File: config.mk
export PLATFORM = sky130hd
export DESIGN_NAME = pipe_mul32
export DESIGN_NICKNAME = d
export VERILOG_FILES = /design/src/rtl/pipe_mul32.sv
export SDC_FILE = /design/constraint.sdc
export NUM_CORES = 2
export LEC_CHECK = 0
export CORE_AREA = 2 2 298 300
export CTS_CLUSTER_DIAMETER = 120
export DETAILED_ROUTE_END_ITERATION = 6
export DIE_AREA = 0 0 300 302
export PLACE_DENSITY_LB_ADDON = 0.08
export SLEW_MARGIN = 25
export SYNTH_ARGS = -nofsm -noshare
export SYNTH_HDL_FRONTEND = slang
export SYNTH_SLANG_ARGS = --single-unit
File: constraint.sdc
create_clock -name clk -period 5.1 [get_ports clk]
set_input_delay 0.51 -clock clk [delete_from_list [all_inputs] [get_ports clk]]
set_output_delay 0.51 -clock clk [all_outputs]
set_load 0.005 [all_outputs]
File: src/rtl/pipe_mul32.sv
// -----------------------------------------------------------------------------
// pipe_mul32 -- 32x32 -> 64-bit four-stage pipelined multiplier
//
// Stages (all advance together on adv, all hold otherwise):
//   S1 operand latch, S2 four 8-bit-slice partial products,
//   S3 two pair sums (CLA64), S4 final sum (CLA64) -> product.
//
// Ports:
//   clk        clock, rising edge
//   rst_n      asynchronous active-low reset
//   flush      synchronous; clears every stage valid bit at the next edge
//   in_valid   operand beat present
//   in_ready   pipeline can accept a beat this cycle (= adv)
//   a, b       32-bit multiplicand / multiplier
//   is_signed  only with PIPE_MUL32_SIGNED_EN: treat a/b as two's complement
//   out_valid  product beat present
//   out_ready  consumer accepts product this cycle
//   product    64-bit result, valid when out_valid
//
// Optional feature macro: PIPE_MUL32_SIGNED_EN (signed multiply support).
// Also contains cla64, the 64-bit carry-lookahead adder used by S3/S4.
// -----------------------------------------------------------------------------

// cla64 -- 64-bit parallel-prefix (Kogge-Stone) carry-lookahead adder.
//   a, b  addends; cin carry in; sum = a + b + cin; cout carry out.
module cla64 (
  input  logic [63:0] a,
  input  logic [63:0] b,
  input  logic        cin,
  output logic [63:0] sum,
  output logic        cout
);

  logic [63:0] g, p;
  logic [63:0] gp, pg;
  logic [63:0] ng, np;

  always_comb begin
    g  = a & b;
    p  = a ^ b;
    gp = g;
    pg = p;
    ng = '0;
    np = '0;
    // After the six prefix levels gp[i]/pg[i] are group generate/propagate
    // over bits [i:0].
    for (int unsigned lvl = 0; lvl < 6; lvl++) begin
      ng = gp;
      np = pg;
      for (int unsigned i = 0; i < 64; i++) begin
        if (i >= (32'd1 << lvl)) begin
          ng[i] = gp[i] | (pg[i] & gp[i - (32'd1 << lvl)]);
          np[i] = pg[i] & pg[i - (32'd1 << lvl)];
        end
      end
      gp = ng;
      pg = np;
    end
    sum  = p ^ {gp[62:0] | (pg[62:0] & {63{cin}}), cin};
    cout = gp[63] | (pg[63] & cin);
  end

endmodule

module pipe_mul32 #(
  parameter int STAGES = 4,
  parameter int WIDTH  = 32
) (
  input  logic        clk,
  input  logic        rst_n,
  input  logic        flush,
  input  logic        in_valid,
  output logic        in_ready,
  input  logic [31:0] a,
  input  logic [31:0] b,
`ifdef PIPE_MUL32_SIGNED_EN
  input  logic        is_signed,
`endif
  output logic        out_valid,
  input  logic        out_ready,
  output logic [63:0] product
);

  // Stage valid bits and data registers
  logic        v1, v2, v3;
  logic [31:0] a1, b1;
  logic [63:0] pp0, pp1, pp2, pp3;
  logic [63:0] s01, s23;

  logic        adv;
  logic [31:0] a_mag, b_mag;
  logic [63:0] pp_next [4];
  logic [63:0] s01_next, s23_next, sum_next, prod_next;

  // Carry-outs cannot be set for a 32x32 product; kept only as sinks.
  logic unused_cout01, unused_cout23, unused_cout_fin;

  assign adv      = !out_valid || out_ready;
  assign in_ready = adv;

`ifdef PIPE_MUL32_SIGNED_EN
  logic        neg1, neg2, neg3;
  logic        neg_in;
  logic [63:0] neg_sum;
  logic        unused_cout_neg;

  // |0x80000000| wraps back to 0x80000000, which is the correct unsigned magnitude.
  assign a_mag  = (is_signed && a[31]) ? (~a + 32'd1) : a;
  assign b_mag  = (is_signed && b[31]) ? (~b + 32'd1) : b;
  assign neg_in = is_signed && (a[31] ^ b[31]);

  cla64 u_cla_neg (
    .a    (~sum_next),
    .b    ('0),
    .cin  (1'b1),
    .sum  (neg_sum),
    .cout (unused_cout_neg)
  );

  assign prod_next = neg3 ? neg_sum : sum_next;
`else
  assign a_mag     = a;
  assign b_mag     = b;
  assign prod_next = sum_next;
`endif

  // S2 combinational: 32x8 slices, zero-extended and aligned to their byte.
  always_comb begin
    for (int unsigned k = 0; k < 4; k++) begin
      pp_next[k] = {24'b0, 40'(a1) * 40'(b1[8*k +: 8])} << (8 * k);
    end
  end

  cla64 u_cla_s01 (
    .a    (pp0),
    .b    (pp1),
    .cin  (1'b0),
    .sum  (s01_next),
    .cout (unused_cout01)
  );

  cla64 u_cla_s23 (
    .a    (pp2),
    .b    (pp3),
    .cin  (1'b0),
    .sum  (s23_next),
    .cout (unused_cout23)
  );

  cla64 u_cla_fin (
    .a    (s01),
    .b    (s23),
    .cin  (1'b0),
    .sum  (sum_next),
    .cout (unused_cout_fin)
  );

  // Valid bits: flush wins over adv; bubbles shift like beats.
  always_ff @(posedge clk or negedge rst_n) begin
    if (!rst_n) begin
      v1        <= 1'b0;
      v2        <= 1'b0;
      v3        <= 1'b0;
      out_valid <= 1'b0;
    end else if (flush) begin
      v1        <= 1'b0;
      v2        <= 1'b0;
      v3        <= 1'b0;
      out_valid <= 1'b0;
    end else if (adv) begin
      v1        <= in_valid;
      v2        <= v1;
      v3        <= v2;
      out_valid <= v3;
    end
  end

  // Data path: shifts on adv regardless of flush (stale data is harmless).
  always_ff @(posedge clk or negedge rst_n) begin
    if (!rst_n) begin
      a1      <= '0;
      b1      <= '0;
      pp0     <= '0;
      pp1     <= '0;
      pp2     <= '0;
      pp3     <= '0;
      s01     <= '0;
      s23     <= '0;
      product <= '0;
    end else if (adv) begin
      a1      <= a_mag;
      b1      <= b_mag;
      pp0     <= pp_next[0];
      pp1     <= pp_next[1];
      pp2     <= pp_next[2];
      pp3     <= pp_next[3];
      s01     <= s01_next;
      s23     <= s23_next;
      product <= prod_next;
    end
  end

`ifdef PIPE_MUL32_SIGNED_EN
  always_ff @(posedge clk or negedge rst_n) begin
    if (!rst_n) begin
      neg1 <= 1'b0;
      neg2 <= 1'b0;
      neg3 <= 1'b0;
    end else if (adv) begin
      neg1 <= neg_in;
      neg2 <= neg1;
      neg3 <= neg2;
    end
  end
`endif

endmodule
==> impl_metrics.tcl <==
set metrics [dict create \
    yosys.area_share.simple_pct 21.2 \
    place_hpwl_mm 115 \
    clk_pin_slew_ps 60 \
    wl_per_cell_um 19.7 \
    critPathMaxStageDelay_ps 510 \
    relSlewSlack_pct 39.8 \
    cts.path.max_buffers 3 \
    final_common_cell "nand2_1" \
    synth_warnings 0 \
    row_count 109 \
    clock-sinks 389 \
    hp-class "input pin to register" \
    wirelength_mm 150 \
    synth-adder-area-share_pct 36.6 \
    die_h_um 302 \
    p_leak_uw 0.0309 \
    crit_path_frequent_cell "fa_1" \
    async_reset_ff_share_pct 100 \
    synth_edf_count 0 \
    violations "setup timing" \
    synth_mux_area_share_pct 0.100 \
    cp-start-kind "register" \
    ys_ff_latch 389 \
    arrival_ps 6080 \
    overflow 0 \
    fin_nets 7568 \
    final_hold_viol_count 0 \
    grt_pass1_vias 42900 \
    grt_use_total_pct 33.0 \
    antenna_found_initial 3 \
    drt-initial-drc-count 3615 \
    fin_crit_ps 5630 \
    ir_worst_vdd_mv 0.625 \
    endpoint_kind "register" \
    initial_core_util_pct 58.4 \
    synth-main-ff-cell "dfrtp_1" \
    crit_path_top_delay_cell "fa_1" \
    dieWidth_um 300 \
    setup_slack_ps -534 \
    grt_setup_unrepaired "yes" \
    drive_gt1_share_pct 19.8 \
    power.density_nw_per_um2 783 \
    cts_root_buf "clkbuf_16" \
    netlist_area_sq_um 51100 \
    clock_latency_ps 630 \
    whs_ps 400 \
    dieArea_sq_um 90600 \
    synth_top_family_by_area "adder cells" \
    via_count 42800 \
    synth_xor_xnor_area_share_pct 4.06 \
    fin_skew_ps 48.1 \
    syn_to_final_growth_pct 24.6 \
    drv_slew 0 \
    fmax_ghz 0.177 \
    worstPathRequired_ps 5550 \
    synth.avg_cell_area_sq_um 8.72 \
    final-setup-viol-count 54 \
    pin_count 135 \
    drcViolationCount 0 \
    synth-seq-area-share_pct 19.0 \
    io_buffers 134 \
    grt_max_degree 175 \
    cp_top_family "compound AO/OA/AOI/OAI gates" \
    nFillCells 6590 \
    path_buf_inv 4 \
    syn-instance-count 5864 \
    cts_tree "yes" \
    path_class "register to register" \
    cp_cell_sequence "buf_6, buf_12, and2_1, fa_1, fa_2, fa_1, inv_1, fa_1, inv_1, ha_2, a21o_1, a31oi_1, nor2_1, a211o_1, o211ai_1, a31oi_2, a31o_4, a31o_4, a221oi_2, xnor2_1, a21oi_1" \
    syn-num-nets 6993 \
    vias_per_cell 5.60 \
    synth_cell_types 70 \
    cts-buffers-inserted 46 \
    run_status "finished, violations left" \
    fin_util_pct 72.7 \
    core_sq_um 87600 \
    drtAntennaViolNets 0 \
    synth-compound-area-share_pct 11.5 \
    grt_pass1_wl_mm 236 \
    cap_violations 0 \
    cp_max_fo 8 \
    place.gp.congestion 0.940 \
    final_cell_mix "nand2_1 (795), and2_1 (772), fa_1 (679)" \
    htreeDepth 2 \
    drt_first_pass_iters 5 \
    worst_pin_slew_ps 903 \
    final.period_utilization_pct 110 \
]
==> report_power, final <==
part	internal, uW	switching [uW]
clock	2070	1500
combinational	19100	21300
sequential	4750	1040
==> metal layers <==
metal	share of wire (%)	vias to the layer above	GRT usage, %
li1	-	19700	-
met1	46	21200	50.0
met2	43	1656	48.8
met3	8.8	214	6.77
met4	2.4	0	7.63
met5	0	-	0
==> worst register-to-register path: stages, from the launching register on <==
cell      delay, ps
dfrtp_1         410
buf_6           140
buf_12          140
and2_1          170
fa_1            510
fa_2            450
fa_1            510
inv_1            50
fa_1            500
inv_1            60
ha_2            170
a21o_1          180
a31oi_1         150
nor2_1           70
a211o_1         320
o211ai_1        340
a31oi_2         220
a31o_4          320
a31o_4          260
a221oi_2        280
xnor2_1         140
a21oi_1          80
==> sequential cells by signal, summed over array words and instances (netlist names) <==
name and count:
pp2 40, out_valid 1, pp0 40, product 64, s01 49, v3 1, v2 1, s23 48
a1 32, pp1 40, pp3 40, v1 1, b1 32
==> synth_stat cells, types with 5 or more instances <==
cell type  number  area (sq um)
nand3_1        58           290
and2_1        821          5140
a21oi_1       381          1910
nor2b_1        34           213
nand2b_1       23           144
fa_1          723         14500
a31o_2          6          52.6
nand4_1        45           282
and3_1         26           163
o41ai_1         5          43.8
o21ai_1        13          65.1
xor2_1        128          1120
a21boi_0        5          37.5
o22ai_1         7          43.8
nor3_1         27           135
a31oi_1        34           213
nor2_1        287          1080
nand2_1       811          3040
o21bai_1       28           210
a21o_1        149          1120
nor4_1          6          37.5
a211oi_1       26           195
a221oi_1        6          52.6
a211o_1         7          61.3
or3_1          10          62.6
or2_2           9          56.3
and4_1          7          61.3
a41oi_1         5          43.8
ha_1          337          4220
xnor2_1       109           955
inv_1         690          2590
dfrtp_1       389          9730
o31ai_1        17           128
clkbuf_1      329          1230
nor3b_1         8          60.1
o211ai_1       15           113
o21ai_0       199           996
o21a_1         18           135
o31a_1          8          70.1
==> kinds of logic (layout without fill, tap and decap cells) <==
logic type               Yosys count  in the layout
buffers and inverters           1025           1638
adder cells (fa/ha/maj)         1060           1060
flip-flops                       389            389
AO/OA/AOI/OAI                    968            968
multiplexers                       5              5
other                              0              1
XOR/XNOR                         237            237
AND/OR/NAND/NOR                 2180           2180
==> area by class of cell <==
type | instances | area, sq um | share of cell area [%]
clock inverter | 27 | 344 | 0.541
multi-input combinational | 4450 | 40000 | 62.9
clock buffer | 59 | 1290 | 2.03
timing repair buffer | 861 | 8150 | 12.8
antenna | 1 | 2.50 | 0.00393
inverter | 691 | 2600 | 4.09
sequential | 389 | 9780 | 15.4
tap | 1165 | 1460 | 2.29
==> worst paths after layout <==
kind / start / cells past startpoint / to / slack (ps)
max: a1[6]$_DFFE_PN0P_ / 21 / pp1[47]$_DFFE_PN0P_ / -530
min: b[8] / 3 / b1[8]$_DFFE_PN0P_ / 400
max reg2reg: a1[6]$_DFFE_PN0P_ / 21 / pp1[47]$_DFFE_PN0P_ / -530
min reg2reg: product[5]$_DFFE_PN0P_ / 2 / product[5]$_DFFE_PN0P_ / 470
max in group asynchronous: rst_n / 3 / a1[26]$_DFFE_PN0P_ / 3340
min in group asynchronous: rst_n / 2 / product[6]$_DFFE_PN0P_ / 490
==> through the flow <==
step	cells	setup slack (ps)	TNS (ps)	area [sq um]	power, uW
6_report	7643	-534	-10340	63700	49800
5_1_grt	7643	-637	-19360	63700	53700
4_1_cts	7596	-404	-5200	61800	45900
3_5_place_dp	7429	-627	-18820	57900	39500
3_3_place_gp	7429	-539	-15630	57900	38900
2_1_floorplan	5864	-196	-206	51200	26300
==> timing repair <==
action | CTS | global route
setup buffers | 81 | 64
gates cloned | 4 | 2
gates resized for setup | 337 | 344
hold buffers | 1 | 0
pin swaps | 159 | 257
endpoints found under the setup margin | 62 | 79
hold endpoints to repair | 75 | 0
Power figures use the tool's default switching activity.
